### src/rtl/mm_pkg.sv
// rtl/mm_pkg.sv - shared constants, state type and index helper for the result buffer
package mm_pkg;

    localparam int DATA_W = 19;
    localparam int N      = 8;
    localparam int DEPTH  = N * N;
    localparam int AW     = 6;

    typedef enum logic [1:0] {
        ST_IDLE  = 2'd0,
        ST_FILL  = 2'd1,
        ST_DRAIN = 2'd2,
        ST_DONE  = 2'd3
    } state_t;

    // (k%8)*8 + k/8 on a 6-bit index is a swap of the two 3-bit halves.
    // The mapping is its own inverse.
    function automatic logic [AW-1:0] idx_transpose(input logic [AW-1:0] k);
        return {k[2:0], k[5:3]};
    endfunction

endpackage

### src/rtl/mm_result_ram.sv
// rtl/mm_result_ram.sv - 64 x DATA_W storage, one write port, one registered read port
// Ports:
//   clk              clock
//   we/waddr/wdata   write port, written on the rising edge
//   re/raddr         read request; rdata updates one edge later
//   rdata            registered read data; holds its value while re=0
module mm_result_ram #(
    parameter int DATA_W = 19
) (
    input  logic              clk,
    input  logic              we,
    input  logic [5:0]        waddr,
    input  logic [DATA_W-1:0] wdata,
    input  logic              re,
    input  logic [5:0]        raddr,
    output logic [DATA_W-1:0] rdata
);
    import mm_pkg::*;

    logic [DATA_W-1:0] mem [DEPTH];

    always_ff @(posedge clk) begin
        if (we) begin
            mem[waddr] <= wdata;
        end
        if (re) begin
            rdata <= mem[raddr];
        end
    end

endmodule

### src/rtl/mm_result_buffer.sv
// rtl/mm_result_buffer.sv - captures a 64-word result block, checksums it, drains it as a stream
// Ports:
//   clk, reset (sync, active-low)
//   in/write_enable                     result word capture
//   clear                               soft return to IDLE
//   out_data/out_index/out_valid/out_ready  drain stream
//   wr_count, full, done, overflow, checksum  status
module mm_result_buffer #(
    parameter int DATA_W    = 19,
    parameter int N         = 8,
    parameter bit ROW_MAJOR = 1'b1
) (
    input  logic                     clk,
    input  logic                     reset,
    input  logic [DATA_W-1:0]        in,
    input  logic                     write_enable,
    input  logic                     clear,
    output logic [DATA_W-1:0]        out_data,
    output logic [5:0]               out_index,
    output logic                     out_valid,
    input  logic                     out_ready,
    output logic [6:0]               wr_count,
    output logic                     full,
    output logic                     done,
    output logic                     overflow,
    output logic signed [DATA_W+5:0] checksum
);
    import mm_pkg::*;

    localparam int CW   = DATA_W + 6;
    localparam int LAST = N * N - 1;

    state_t                state_q, state_d;
    logic [6:0]            wr_count_q, wr_count_d;
    logic signed [CW-1:0]  checksum_q, checksum_d;
    logic                  full_q, full_d;
    logic                  done_q, done_d;
    logic                  overflow_q, overflow_d;
    logic [6:0]            rd_k_q, rd_k_d;
    logic [6:0]            tx_cnt_q, tx_cnt_d;
    logic                  pend_q, pend_d;
    logic [5:0]            pend_idx_q, pend_idx_d;
    logic                  out_valid_q, out_valid_d;
    logic [DATA_W-1:0]     out_data_q, out_data_d;
    logic [5:0]            out_index_q, out_index_d;

    logic                  ram_we, ram_re;
    logic [5:0]            ram_raddr, rd_idx;
    logic [DATA_W-1:0]     ram_rdata;
    logic                  xfer, load_out, issue;

    mm_result_ram #(.DATA_W(DATA_W)) u_ram (
        .clk   (clk),
        .we    (ram_we),
        .waddr (wr_count_q[5:0]),
        .wdata (in),
        .re    (ram_re),
        .raddr (ram_raddr),
        .rdata (ram_rdata)
    );

    always_comb begin
        state_d     = state_q;
        wr_count_d  = wr_count_q;
        checksum_d  = checksum_q;
        full_d      = full_q;
        done_d      = done_q;
        overflow_d  = overflow_q;
        rd_k_d      = rd_k_q;
        tx_cnt_d    = tx_cnt_q;
        pend_d      = pend_q;
        pend_idx_d  = pend_idx_q;
        out_valid_d = out_valid_q;
        out_data_d  = out_data_q;
        out_index_d = out_index_q;
        ram_we      = 1'b0;
        ram_re      = 1'b0;

        ram_raddr = ROW_MAJOR ? idx_transpose(rd_k_q[5:0]) : rd_k_q[5:0];
        rd_idx    = ROW_MAJOR ? rd_k_q[5:0] : idx_transpose(rd_k_q[5:0]);

        // The RAM output register acts as the first pipeline stage: it only
        // reloads on a read, so an unconsumed word simply waits there while
        // the output register is stalled.
        xfer     = out_valid_q && out_ready;
        load_out = pend_q && (!out_valid_q || xfer);
        issue    = (state_q == ST_DRAIN) && !rd_k_q[6] && (!pend_q || load_out);

        if (clear) begin
            state_d     = ST_IDLE;
            wr_count_d  = '0;
            checksum_d  = '0;
            full_d      = 1'b0;
            done_d      = 1'b0;
            overflow_d  = 1'b0;
            rd_k_d      = '0;
            tx_cnt_d    = '0;
            pend_d      = 1'b0;
            out_valid_d = 1'b0;
            out_data_d  = '0;
            out_index_d = '0;
        end else begin
            case (state_q)
                ST_IDLE, ST_FILL: begin
                    if (write_enable) begin
                        ram_we     = 1'b1;
                        wr_count_d = wr_count_q + 7'd1;
                        checksum_d = checksum_q + {{6{in[DATA_W-1]}}, in};
                        state_d    = ST_FILL;
                        if (wr_count_q == 7'(LAST)) begin
                            state_d = ST_DRAIN;
                            full_d  = 1'b1;
                        end
                    end
                end
                default: begin
                    if (write_enable) begin
                        overflow_d = 1'b1;
                    end
                end
            endcase

            if (issue) begin
                ram_re     = 1'b1;
                rd_k_d     = rd_k_q + 7'd1;
                pend_idx_d = rd_idx;
                pend_d     = 1'b1;
            end else if (load_out) begin
                pend_d = 1'b0;
            end

            if (load_out) begin
                out_valid_d = 1'b1;
                out_data_d  = ram_rdata;
                out_index_d = pend_idx_q;
            end else if (xfer) begin
                out_valid_d = 1'b0;
            end

            if (xfer) begin
                tx_cnt_d = tx_cnt_q + 7'd1;
                if (tx_cnt_q == 7'(LAST)) begin
                    state_d = ST_DONE;
                    done_d  = 1'b1;
                end
            end
        end
    end

    always_ff @(posedge clk) begin
        if (!reset) begin
            state_q     <= ST_IDLE;
            wr_count_q  <= '0;
            checksum_q  <= '0;
            full_q      <= 1'b0;
            done_q      <= 1'b0;
            overflow_q  <= 1'b0;
            rd_k_q      <= '0;
            tx_cnt_q    <= '0;
            pend_q      <= 1'b0;
            pend_idx_q  <= '0;
            out_valid_q <= 1'b0;
            out_data_q  <= '0;
            out_index_q <= '0;
        end else begin
            state_q     <= state_d;
            wr_count_q  <= wr_count_d;
            checksum_q  <= checksum_d;
            full_q      <= full_d;
            done_q      <= done_d;
            overflow_q  <= overflow_d;
            rd_k_q      <= rd_k_d;
            tx_cnt_q    <= tx_cnt_d;
            pend_q      <= pend_d;
            pend_idx_q  <= pend_idx_d;
            out_valid_q <= out_valid_d;
            out_data_q  <= out_data_d;
            out_index_q <= out_index_d;
        end
    end

    assign out_data  = out_data_q;
    assign out_index = out_index_q;
    assign out_valid = out_valid_q;
    assign wr_count  = wr_count_q;
    assign full      = full_q;
    assign done      = done_q;
    assign overflow  = overflow_q;
    assign checksum  = checksum_q;

endmodule

### config.mk
export PLATFORM = sky130hd
export DESIGN_NAME = mm_result_buffer
export DESIGN_NICKNAME = d
export VERILOG_FILES = /design/src/rtl/mm_pkg.sv /design/src/rtl/mm_result_ram.sv /design/src/rtl/mm_result_buffer.sv
export SDC_FILE = /design/constraint.sdc
export NUM_CORES = 1
export LEC_CHECK = 0
export CAP_MARGIN = 25
export CORE_UTILIZATION = 37
export CTS_BUF_LIST = sky130_fd_sc_hd__clkbuf_2
export CTS_CLUSTER_SIZE = 28
export DETAILED_ROUTE_END_ITERATION = 16
export PLACE_DENSITY_LB_ADDON = 0.15
export SLEW_MARGIN = 15
export SYNTH_ARGS = -nofsm -noshare
export SYNTH_HDL_FRONTEND = slang
export SYNTH_HIERARCHICAL = 1
export SYNTH_SLANG_ARGS = --single-unit
export TNS_END_PERCENT = 5
### constraint.sdc
create_clock -name clk -period 6.75 [get_ports clk]
set_input_delay 0.675 -clock clk [delete_from_list [all_inputs] [get_ports clk]]
set_output_delay 0.675 -clock clk [all_outputs]
set_load 0.02 [all_outputs]
==> results.sh, run 1 <==
export IMPL_status="finished clean"
export IMPL_ir_drop_mv=0.157
export IMPL_htreeDepth=5
export IMPL_gr_total_overflow=0
export IMPL_yosysTopAreaCell="edfxtp_1"
export IMPL_synthArstFlopShare_pct=0
export IMPL_leakage_nw=18.1
export IMPL_cts_hold_buf=28
export IMPL_nets=3128
export IMPL_cts_root_buf="clkbuf_2"
export IMPL_drv_cap=0
export IMPL_clock_path_buffers=4
export IMPL_ys_flop_type="edfxtp_1"
export IMPL_crit_buf_inv=1
export IMPL_syn_area_um2=51600
export IMPL_syn_avg_cell_area_um2=19.5
export IMPL_finalHoldViolations=0
export IMPL_startpoint_type="register"
export IMPL_yosys_warnings=6
export IMPL_path_max_fanout=13
export IMPL_gp_congestion=0.816
export IMPL_grt_first_pass_wirelength_um=200000
export IMPL_crit_family="flip-flops"
export IMPL_worstSetupStartpoint="wr_count[5]"
export IMPL_ios=85
export IMPL_ant_nets=0
export IMPL_cts_tree="yes"
export IMPL_design_area_um2=58500
export IMPL_max_stage_delay_ps=930
export IMPL_slew_headroom_pct=24.9
export IMPL_skew_ps=98.6
export IMPL_worst_path_max_delay_cell="dfxtp_1"
export IMPL_whs_ps=279
export IMPL_netlist_area_leader_share_pct=71.9
export IMPL_syn_nets=2692
export IMPL_ctsResizeCount=0
export IMPL_setup_tns_ps=0
export IMPL_hold_path_class="in2reg"
export IMPL_die_area_um2=141000
export IMPL_grt_usage_pct=20.0
export IMPL_layout_commonest_cell="edfxtp_1"
export IMPL_worst_pin_slew_ps=1130
export IMPL_reg2reg_from="rd_k_q[3]"
export IMPL_rows=136
export IMPL_post_cts_buffers=0
export IMPL_drt_wl_total_um=140000
export IMPL_drc=0
export IMPL_cts_sinks=1319
export IMPL_drive_gt1_share_pct=30.8
export IMPL_placed_area_um2=55000
export IMPL_max_freq_ghz=0.254
export IMPL_required_ps=6070
export IMPL_hpwl_um=86100
export IMPL_slew_violations=0
export IMPL_cts_buffers=345
export IMPL_post_route_min_period_ps=3940
export IMPL_synth_seq_area_share_pct=75.2
export IMPL_end_kind="output port"
export IMPL_fp_dieH_um=375
export IMPL_synth_edf_count=1235
export IMPL_worstHoldStart="in[6]"
export IMPL_dieWidth_um=375
export IMPL_antenna_found_initial=10
export IMPL_syn_inst=2640
export IMPL_start_util_pct=37.4
export IMPL_fin_crit_sh_pct=58.3
export IMPL_areaGrowthSynthToFinish_pct=13.3
export IMPL_fillCellCount=12300
export IMPL_finalSetupViolCount=0
export IMPL_synthDistinctLibCells=65
export IMPL_insertion_delay_ps=1620
export IMPL_crit_type="reg2out"
export IMPL_vias_per_cell=5.36
export IMPL_core_area_um2=138000
export IMPL_first_iter_violations=2594
export IMPL_worstPathCellList="clkdlybuf4s50_1"
export IMPL_first_global_vias=28400
export IMPL_final_cell_mix="edfxtp_1, clkbuf_2, mux4_2"
export IMPL_worstPathArrival_ps=3260
export IMPL_clk_pin_slew_ps=100
export IMPL_grt_max_degree=89
export IMPL_dr_pass1_iters=5
export IMPL_power_density_nw_per_um2=248
export IMPL_final_util_pct=42.4
export IMPL_drt_wirelength_per_cell_um=27.6
export IMPL_yosys_top_cells_area="edfxtp_1, mux4_2, dfxtp_1"
export IMPL_synth_seq_cells=1319
export IMPL_rsz0062_at_grt="false"
export IMPL_io_buffers=84
export IMPL_vias=27400
[cells in the mapped netlist (7+ instances only)]
| cell type | instances |
|---|---|
| o31ai_1 | 11 |
| nand2b_1 | 12 |
| nand2_1 | 116 |
| nor2_1 | 138 |
| a211oi_1 | 12 |
| buf_4 | 23 |
| a22o_1 | 7 |
| o22a_1 | 11 |
| o22ai_1 | 37 |
| buf_2 | 35 |
| buf_6 | 13 |
| and3_1 | 13 |
| nor3_1 | 18 |
| a21oi_1 | 73 |
| nand3_1 | 17 |
| buf_1 | 8 |
| xnor2_1 | 18 |
| ha_1 | 27 |
| edfxtp_1 | 1235 |
| a22oi_1 | 44 |
| mux4_2 | 266 |
| o21ai_0 | 52 |
| xor2_1 | 15 |
| mux2_2 | 23 |
| mux2i_1 | 146 |
| nor2b_1 | 21 |
| clkbuf_1 | 61 |
| a31oi_1 | 26 |
| dfxtp_1 | 84 |
[state kept, by name (all words and copies together) (netlist names), 2 cells and up]
signal       count
out_data        19
tx_cnt_q         7
wr_count         7
rd_k_q           7
checksum        25
out_index        6
pend_idx_q       6
u_ram/mem     1216
state_q          2
u_ram/rdata     19
[power breakdown]
group | leakage [nW] | internal, W | switching (W)
clock | 2.23 | 0.00205 | 0.00312
combinational | 4.12 | 0.0000960 | 0.000282
sequential | 11.8 | 0.00893 | 0.0000107
[per-stage QoR]
step           cells  power, W  setup WS [ps]
2_1_floorplan   2640   0.00925           3260
3_3_place_gp    4440   0.00949           2090
3_5_place_dp    4470   0.00950           2340
4_1_cts         5065    0.0147           2610
5_1_grt         5092    0.0151           2660
6_report        5099    0.0145           2810
[cells by family after synthesis]
| family | share of synthesized area (%) |
|---|---|
| muxes | 15.0 |
| and+or+nand+nor | 3.19 |
| AOI/OAI and AO/OA | 3.94 |
| xor gates and xnor gates | 0.560 |
| adders and majority gates | 0.694 |
| DFF | 75.2 |
| buffers and inverters | 1.50 |
[area by class of cell]
type	instances	area, um2	share of cell area (%)
Inverter	5	18.8	0.0321
Tap cell	1794	2240	3.84
Clock inverter	86	453	0.775
Multi-Input combinational cell	1176	12200	20.9
Timing Repair Buffer	229	2290	3.92
Antenna cell	9	22.5	0.0385
Clock buffer	481	2410	4.12
Sequential cell	1319	38800	66.3
[final timing paths]
kind              slack, ps  cells past startpoint               end
setup / recovery       2810                      1       wr_count[5]
hold / removal          280                      3  u_ram/mem[35][6]
setup reg to reg       2930                      6    u_ram/rdata[3]
hold reg to reg         450                      2      out_index[4]
[per-layer routing]
layer  global-route usage, %  vias to the layer above  share of wire, %
met2                    33.0                      992                50
met1                    25.9                    14300                41
met4                    6.40                        4               2.1
li1                        -                    11900                 -
met5                       0                        -             0.017
met3                    5.14                      163               6.6
Power figures use the tool's default switching activity.
==> run 2: changes to the inputs <==
==> constraint.sdc (replaced) <==
create_clock -name clk -period 3.9 [get_ports clk]
set_input_delay 0.39 -clock clk [delete_from_list [all_inputs] [get_ports clk]]
set_output_delay 0.39 -clock clk [all_outputs]
set_load 0.02 [all_outputs]
==> results.sh, run 2 (synthesized netlist as in run 1, its figures left out) <==
export IMPL_status="finished clean"
export IMPL_multi_input_area_um2=12200
export IMPL_finalSetupViolCount=0
export IMPL_slew_headroom_pct=24.0
export IMPL_gp_congestion=0.817
export IMPL_io_buffers=84
export IMPL_first_iter_violations=2720
export IMPL_worstPathArrival_ps=5140
export IMPL_finalHoldViolations=0
export IMPL_whs_ps=239
export IMPL_start_util_pct=37.4
export IMPL_grt_usage_pct=20.5
export IMPL_leakage_nw=18.7
export IMPL_cpMostUsedCell="dlygate4sd3_1"
export IMPL_power_density_nw_per_um2=430
export IMPL_cts_sinks=1319
export IMPL_grt_first_pass_wirelength_um=205000
export IMPL_vias=28000
export IMPL_clk_pin_slew_ps=100
export IMPL_setup_tns_ps=0
export IMPL_first_global_vias=29400
export IMPL_clock_path_buffers=4
export IMPL_ir_drop_mv=0.293
export IMPL_fp_dieH_um=375
export IMPL_placedCellCount=4550
export IMPL_worstHoldStart="in[6]"
export IMPL_max_freq_ghz=0.278
export IMPL_fin_cells=5226
export IMPL_largest_reg_flops=1216
export IMPL_layout_commonest_cell="edfxtp_1"
export IMPL_end_kind="register"
export IMPL_slew_violations=0
export IMPL_drc=0
export IMPL_nets=3230
export IMPL_post_route_min_period_ps=3600
export IMPL_worstPathCellList="dlygate4sd3_1 > dlygate4sd3_1 > buf_2 > dlymetal6s2s_1 > fa_1 > a21oi_1 > nand4b_1 > a2111oi_0 > nor3_1 > xnor2_1 > dlygate4sd3_1 > nand2_1 > dlygate4sd3_1 > a21oi_1"
export IMPL_antenna_found_initial=29
export IMPL_dieWidth_um=375
export IMPL_insertion_delay_ps=1660
export IMPL_regArea_um2=38800
export IMPL_drt_wirelength_per_cell_um=27.4
export IMPL_hold_depth=3
export IMPL_regMostFlops="u_ram/mem"
export IMPL_core_area_um2=138000
export IMPL_skew_ps=116
export IMPL_whs_endpoint="u_ram/mem[43][6]"
export IMPL_fin_crit_sh_pct=92.3
export IMPL_path_max_fanout=18
export IMPL_required_ps=5440
export IMPL_grt_max_degree=67
export IMPL_ios=85
export IMPL_worst_path_max_delay_cell="dlymetal6s2s_1"
export IMPL_final_cell_mix="edfxtp_1, clkbuf_2, mux4_2"
export IMPL_cts_buffers=349
export IMPL_htreeDepth=5
export IMPL_hpwl_um=84800
export IMPL_timing_rr_end="checksum[19]"
export IMPL_reg2reg_setup_slack_ps=410
export IMPL_gr_total_overflow=0
export IMPL_startpoint_type="input port"
export IMPL_areaGrowthSynthToFinish_pct=14.9
export IMPL_rows=136
export IMPL_vias_per_cell=5.37
export IMPL_reg2reg_from="checksum[3]"
export IMPL_rsz0062_at_grt="false"
export IMPL_drive_gt1_share_pct=31.9
export IMPL_fillCellCount=12300
export IMPL_cts_root_buf="clkbuf_2"
export IMPL_drt_wl_total_um=143000
export IMPL_hold_path_class="in2reg"
export IMPL_max_stage_delay_ps=600
export IMPL_crit_family="buffers and inverters"
export IMPL_dr_pass1_iters=5
export IMPL_crit_type="in2reg"
export IMPL_rr_worst_depth=10
export IMPL_ant_nets=0
export IMPL_worst_pin_slew_ps=1140
export IMPL_cts_tree="yes"
export IMPL_drv_cap=0
export IMPL_crit_buf_inv=6
export IMPL_die_area_um2=141000
[run 2: worst reg2reg max path: stages (launching register included)]
cell,delay [ps]
dfxtp_1,340
ha_1,360
nand2_1,90
o211a_1,270
nor4_1,430
o211ai_1,270
a21oi_1,280
xnor2_1,150
dlygate4sd3_1,560
a21oi_1,60
dlygate4sd3_1,560
[run 2: cell type report]
class / instances / share of cell area, %
Antenna cell: 10 / 0.0422
Clock buffer: 504 / 4.26
Clock inverter: 91 / 0.841
Inverter: 5 / 0.0317
Multi-Input combinational cell: 1176 / 20.6
Sequential cell: 1319 / 65.5
Tap cell: 1794 / 3.79
Timing Repair Buffer: 327 / 4.95
[run 2: how the worst max path moves through the flow]
| stage | from | to | slack [ps] | depth (start not counted) |
|---|---|---|---|---|
| floorplan | state_q[1] | u_ram/mem[49][0] | 680 | 7 |
| global placement | rd_k_q[4] | u_ram/rdata[4] | 420 | 5 |
| detailed placement | rd_k_q[4] | u_ram/rdata[4] | 450 | 5 |
| CTS | in[1] | checksum[14] | 80 | 14 |
| global route | in[1] | checksum[14] | 100 | 14 |
| finish | in[1] | checksum[14] | 300 | 14 |
[run 2: power by group]
group	internal (W)	switching (W)	leakage (nW)
Clock	0.00376	0.00556	2.34
Combinational	0.000205	0.000481	4.56
Sequential	0.0155	0.0000190	11.8
[run 2: layer usage]
layer  wire [um]  GRT usage (%)  vias to the layer above  share of wire, %
li1            -              -                    12100                 -
met2       67400           32.2                     1083                47
met1       61700           27.7                    14600                43
met4        3430           6.95                        6               2.4
met5          30              0                        -             0.021
met3       10800           5.22                      210               7.5
[run 2: timing repair]
| action | in CTS | in global routing |
|---|---|---|
| hold buffers | 71 | 0 |
| buffers inserted | 0 | 0 |
| endpoints found under the setup margin | 0 | 2 |
| endpoints found under the hold margin | 1317 | 0 |
| gates resized for setup | 0 | 2 |
[run 2: through the flow]
step | cell area [um2] | worst slack, ps | utilization, % | power (W)
2_1_floorplan | 51600 | 680 | - | 0.0160
3_3_place_gp | 55400 | 423 | 40.2 | 0.0164
3_5_place_dp | 55500 | 445 | 40.2 | 0.0164
4_1_cts | 59200 | 77.6 | 43.0 | 0.0259
5_1_grt | 59200 | 103 | 43.0 | 0.0266
6_report | 59200 | 302 | 43.0 | 0.0255
==> run 3: changes to the inputs <==
--- a/config.mk
+++ b/config.mk
@@ -8,6 +8,7 @@
 export CAP_MARGIN = 25
 export CORE_UTILIZATION = 37
 export CTS_BUF_LIST = sky130_fd_sc_hd__clkbuf_2
+export CTS_CLUSTER_DIAMETER = 80
 export CTS_CLUSTER_SIZE = 28
 export DETAILED_ROUTE_END_ITERATION = 16
 export PLACE_DENSITY_LB_ADDON = 0.15
==> results.sh, run 3 (synthesized netlist as in run 1, its figures left out) <==
export IMPL_antenna_found_initial=30
export IMPL_critPathCapture="checksum[16]"
export IMPL_timing_rr_end="checksum[16]"
export IMPL_rows=136
export IMPL_ios=85
export IMPL_max_freq_ghz=0.275
export IMPL_power_density_nw_per_um2=375
export IMPL_p_clk_share_pct=24.1
export IMPL_drv_cap=0
export IMPL_dieWidth_um=375
export IMPL_status="finished clean"
export IMPL_rsz0062_at_grt="false"
export IMPL_hold_path_class="in2reg"
export IMPL_setup_ws_ps=258
export IMPL_vias=26300
export IMPL_finalHoldViolations=0
export IMPL_clk_pin_slew_ps=440
export IMPL_end_kind="register"
export IMPL_ant_nets=0
export IMPL_required_ps=5390
export IMPL_slew_violations=0
export IMPL_grt_first_pass_wirelength_um=198000
export IMPL_worstPathArrival_ps=5140
export IMPL_worst_pin_slew_ps=936
export IMPL_regMostFlops="u_ram/mem"
export IMPL_start_util_pct=37.4
export IMPL_setup_tns_ps=0
export IMPL_drc=0
export IMPL_place_ws_ps=445
export IMPL_gp_congestion=0.817
export IMPL_crit_type="in2reg"
export IMPL_rr_worst_depth=11
export IMPL_drt_wl_total_um=139000
export IMPL_drive_gt1_share_pct=22.7
export IMPL_switching_share_pct=22.4
export IMPL_slew_headroom_pct=37.0
export IMPL_vias_per_cell=5.56
export IMPL_dr_pass1_iters=5
export IMPL_layout_commonest_cell="edfxtp_1"
export IMPL_reg2reg_setup_slack_ps=340
export IMPL_die_area_um2=141000
export IMPL_skew_ps=136
export IMPL_cts_sinks=1319
export IMPL_areaGrowthSynthToFinish_pct=10.4
export IMPL_largest_reg_flops=1216
export IMPL_hpwl_um=84800
export IMPL_cts_root_buf="clkbuf_2"
export IMPL_finalSetupViolCount=0
export IMPL_insertion_delay_ps=1600
export IMPL_gr_total_overflow=0
export IMPL_first_iter_violations=2755
export IMPL_p_seq_share_pct=72.7
export IMPL_reg2reg_from="checksum[0]"
export IMPL_core_area_um2=138000
export IMPL_post_route_min_period_ps=3640
export IMPL_cts_buffers=60
export IMPL_nets=2939
export IMPL_fin_crit_sh_pct=93.4
export IMPL_ir_drop_mv=0.202
export IMPL_htreeDepth=2
export IMPL_combPwrFrac_pct=3.2
export IMPL_grt_max_degree=67
export IMPL_grt_usage_pct=19.7
export IMPL_first_global_vias=26400
export IMPL_clock_path_buffers=3
export IMPL_switchingPower_w=0.00478
export IMPL_leakage_nw=16.8
export IMPL_io_buffers=84
export IMPL_p_int_w=0.0166
export IMPL_fp_dieH_um=375
export IMPL_path_max_fanout=18
export IMPL_worstSetupStartpoint="in[1]"
export IMPL_cts_tree="yes"
export IMPL_final_cell_mix="edfxtp_1, mux4_2, buf_4"
export IMPL_startpoint_type="input port"
export IMPL_drt_wirelength_per_cell_um=29.4
run 3: cell count changes in the layout (fill, tap and decap cells not counted), sizes merged:
cell	before	now
dlymetal6s2s	1	0
clkinv	83	13
clkinvlp	1	2
diode	10	9
bufinv	5	3
clkbuf	504	73
inv	7	15
dlymetal6s4s	0	1
dlygate4sd3	69	67
run 3: how the worst min path moves through the flow:
stage                        from      endpoint  slack, ps  cells past startpoint
global placement     out_data[13]  out_data[13]        440                      2
detailed placement   out_index[1]  out_index[1]        450                      2
global route                reset  checksum[10]         30                      5
CTS                         reset  checksum[10]          8                      5
finish                      reset  checksum[10]        220                      5
floorplan           pend_idx_q[0]  out_index[0]        430                      2
run 3: metal layers:
layer	wire, um	vias up	track usage, %
met4	3040	8	4.29
met2	65900	825	31.6
met3	8770	131	3.13
met5	57	-	0
li1	-	11200	-
met1	61500	14100	28.2
run 3: power groups by stage:
stage                     logic [W]  registers, W  clock network (W)
after global routing       0.000737        0.0155            0.00575
final                      0.000685        0.0155            0.00514
after global placement     0.000598        0.0158                  0
after CTS                  0.000692        0.0155            0.00535
after floorplan            0.000199        0.0158                  0
after detailed placement   0.000615        0.0158                  0
run 3: metrics by stage:
step                      cells  instance area (um2)  hold WS (ps)  power, W  utilization (%)
after floorplan            2640                51600           431    0.0160                -
after global placement     4548                55400           444    0.0164             40.2
after detailed placement   4550                55500           450    0.0164             40.2
after CTS                  4720                56900          8.11    0.0216             41.3
after global routing       4725                56900          34.1    0.0220             41.3
final                      4729                56900           218    0.0213             41.3
run 3: worst max-delay path: stages:
cell and delay [ps]:
dlygate4sd3_1 530, dlygate4sd3_1 550, buf_2 150, dlymetal6s4s_1 510
fa_1 560, a21oi_1 210, nand4b_1 200, a2111o_1 180
or3b_1 390, xor2_1 140, dlygate4sd3_1 550, nand2_1 50
dlygate4sd3_1 570, a21oi_1 130
run 3: what timing repair did:
action                                 in CTS  in global routing
setup endpoints to repair                   0                  2
endpoints found under the hold margin    1316                  0
resized for setup                           0                  1
hold buffers                               69                  0
buffers inserted                            0                  0
run 3: final cells by class:
type                    count  area, um2
diodes                      9       22.5
inverters                   5       18.8
clock inverters            28        370
multi-input cells        1176      12200
clock buffers              73        365
repair buffers            325       2910
fillers                 12100      80900
well taps                1794       2240
flip-flops and latches   1319      38800
==> patch, RTL diff (flow settings as in run 2) <==
`DATA_W` is set to 19 in 3 places; all go to 15.
--- a/src/rtl/mm_pkg.sv
+++ b/src/rtl/mm_pkg.sv
@@ -3,3 +3,3 @@
 
-    localparam int DATA_W = 19;
+    localparam int DATA_W = 15;
     localparam int N      = 8;
--- a/src/rtl/mm_result_ram.sv
+++ b/src/rtl/mm_result_ram.sv
@@ -7,3 +7,3 @@
 module mm_result_ram #(
-    parameter int DATA_W = 19
+    parameter int DATA_W = 15
 ) (
--- a/src/rtl/mm_result_buffer.sv
+++ b/src/rtl/mm_result_buffer.sv
@@ -8,3 +8,3 @@
 module mm_result_buffer #(
-    parameter int DATA_W    = 19,
+    parameter int DATA_W    = 15,
     parameter int N         = 8,
Interface: changed (resized checksum, in and out_data); port bits go from 85 to 73. The function was not compared with the original's and may differ.
==> patch against run 2 <==
Power fell by 21%. Critical path depth is the same. Register-to-register slack got worse by 0.17 ns. Area after synthesis shrank 20%. Fmax decreased by 4.4%. Cell area decreased by 20%. First-iteration DRC count fell by 31%. Setup slack worse by 0.17 ns. Routed wire length fell by 24%. Sequential cell count decreased by 268. Count of clock-buffer cells in the layout decreased by 112. Critical endpoint is now checksum[20].
==> patch: results (changes against run 2) <==
* Hold path depth at 3 (unchanged)
* R2r setup slk at 0.24 ns (-0.17 ns)
* Worst Hold Class: input pin to flip-flop
* CTS root buffer: clkbuf_2
* Final HPWL DP at 65.8 mm (-22%)
* Total detailed-routing wirelength at 109 mm (-24%)
* CP Max Fanout at 3 (-15)
* Worst hold start: in[14]
* VDD IR-drop max at 0.214 mV (-27%)
* Clock Latency Late Sink at 1.50 ns (-0.16 ns)
* Max reg flops at 960 (-21%)
* Vias in the first global route at 22901 (-22%)
* Synthesis Warnings at 6 (unchanged)
* Worst path slowest cell: dlygate4sd3_1
* Initial antenna violation count at 8 (-72%)
* P_leak at 15.0 nW (-20%)
* Filler cells at 9731 (-21%)
* Area share of the largest cell type after synthesis at 71.3% (-0.58 points)
* NumNets Final at 2587 (-20%)
* Capturing point of the worst reg2reg path: checksum[20]
* Clock-pin transition on the worst setup and hold timing paths at 0.09 ns
* Initial DRC count at 1880 (-31%)
* Layout Skew at 0.120 ns (+0.00458 ns)
* Status: finished clean
* H-tree depth at 5 (unchanged)
* Post-CTS setup buffers at 0 (unchanged)
* Hold path endpoint: u_ram/mem[48][14]
* Most frequent cells after synthesis: edfxtp_1 (975), mux4_2 (240), nor2_1 (116)
* Max clock buf depth at 4 (unchanged)
* IO Port Bufs at 72 (-14%)
* Cts bufs inserted at 286 (-18%)
* Initial DRT Pass Iterations at 5 (unchanged)
* Worst-Margin Slew at 1.01 ns (-0.132 ns)
* Number of synthesized flops with an enable pin at 975 (-21%)
* Global-route usage over all layers at 19.6% (-0.86 points)
* Syn_nets at 2134 (-21%)
* Largest register by flop count: u_ram/mem
* GPL Wtd Cong at 0.841 (+2.9%)
* Via density at 5.26 (-2.0%)
* Asr flop ratio synth at 0% (unchanged)
* Register area share after synthesis at 75.0% (-0.14 points)
* WP data arrival at 5.21 ns (+0.07 ns)
* Post-synth cell types at 57 (-12%)
* R2R cell count at 11 (+1)
* Max incr delay on CP at 0.73 ns (+0.13 ns)
* Ys flop type: edfxtp_1
* Global-route wire length before repair at 157 mm (-24%)
* Reg2reg start: checksum[0]
* Top cells by area, synth: edfxtp_1 (71%), mux4_2 (13%), dfxtp_1 (3.7%)
* Share of cells above drive strength 1 at 32.4% (+0.45 points)
* Pin count of the biggest net entering global routing at 65 (-3.0%)
-- patch: through the flow --
stage	hold WS [ns]	worst slack, ns	std cells	utilization (%)	cell area (sq um)
floorplan	0.431	1.22	2090	-	41000
global placement	0.448	0.694	3678	40.5	44300
detailed placement	0.454	0.651	3681	40.5	44300
CTS	0.00778	0.198	4171	43.0	47100
global route	0.0459	0.0267	4178	43.0	47100
finish	0.187	0.135	4179	43.0	47100
-- patch: area by class of cell --
cell class                 count  area share [%]
inverter                       3          0.0239
tap                         1476            3.92
sequential                  1051            65.4
timing repair buffer         271            4.97
antenna                        8          0.0425
clock inverter                48           0.643
clock buffer                 392            4.17
multi-input combinational    930            20.8
-- patch: timing repair --
item | in CTS | in global routing
endpoints found under the setup margin | 0 | 1
hold buffers | 50 | 0
resized for setup | 0 | 1
endpoints found under the hold margin | 1041 | 0
-- patch: worst max path at each step --
| stage | to | start | slack [ns] | cells past startpoint |
|---|---|---|---|---|
| 6_report | checksum[20] | in[0] | 0.14 | 14 |
| 3_3_place_gp | u_ram/mem[35][5] | write_enable | 0.69 | 6 |
| 2_1_floorplan | u_ram/mem[49][0] | state_q[1] | 1.22 | 5 |
| 5_1_grt | checksum[20] | checksum[0] | 0.03 | 11 |
| 3_5_place_dp | u_ram/mem[35][14] | write_enable | 0.65 | 6 |
| 4_1_cts | checksum[20] | checksum[0] | 0.20 | 11 |
-- patch: critical path: cells and delay by family --
| family | cells | cell delay [ns] |
|---|---|---|
| and+or+nand+nor | 1 | 0.16 |
| adders and majority gates | 2 | 0.74 |
| muxes | 2 | 0.38 |
| AOI/OAI and AO/OA | 4 | 0.96 |
| buffers and inverters | 5 | 2.55 |
-- patch: kinds of logic (layout without fill, tap and decap cells) --
logic type | Yosys count | after routing | share of synthesized area (%)
buffers and inverters | 109 | 714 | 1.20
XOR/XNOR | 25 | 25 | 0.533
AND/OR/NAND/NOR | 339 | 339 | 3.70
AO/OA/AOI/OAI | 216 | 216 | 3.41
other | 0 | 8 | 0
flip-flops | 1051 | 1051 | 75.0
multiplexers | 326 | 326 | 15.4
adder cells (fa/ha/maj) | 24 | 24 | 0.750
-- patch: power by group --
group,internal [mW],total [mW],switching [mW]
Clock,2.92,7.26,4.33
Combinational,0.157,0.535,0.378
Sequential,12.3,12.3,0.0166
-- patch: per-layer routing --
| metal | global-route usage [%] | part of all wire [%] | routed length (um) | vias up |
|---|---|---|---|---|
| li1 | - | - | - | 9588 |
| met1 | 26.1 | 43 | 46300 | 11430 |
| met2 | 30.9 | 48 | 52200 | 773 |
| met3 | 4.86 | 6.5 | 7050 | 182 |
| met4 | 7.71 | 2.8 | 3030 | 2 |
| met5 | 0 | 0.016 | 17 | - |
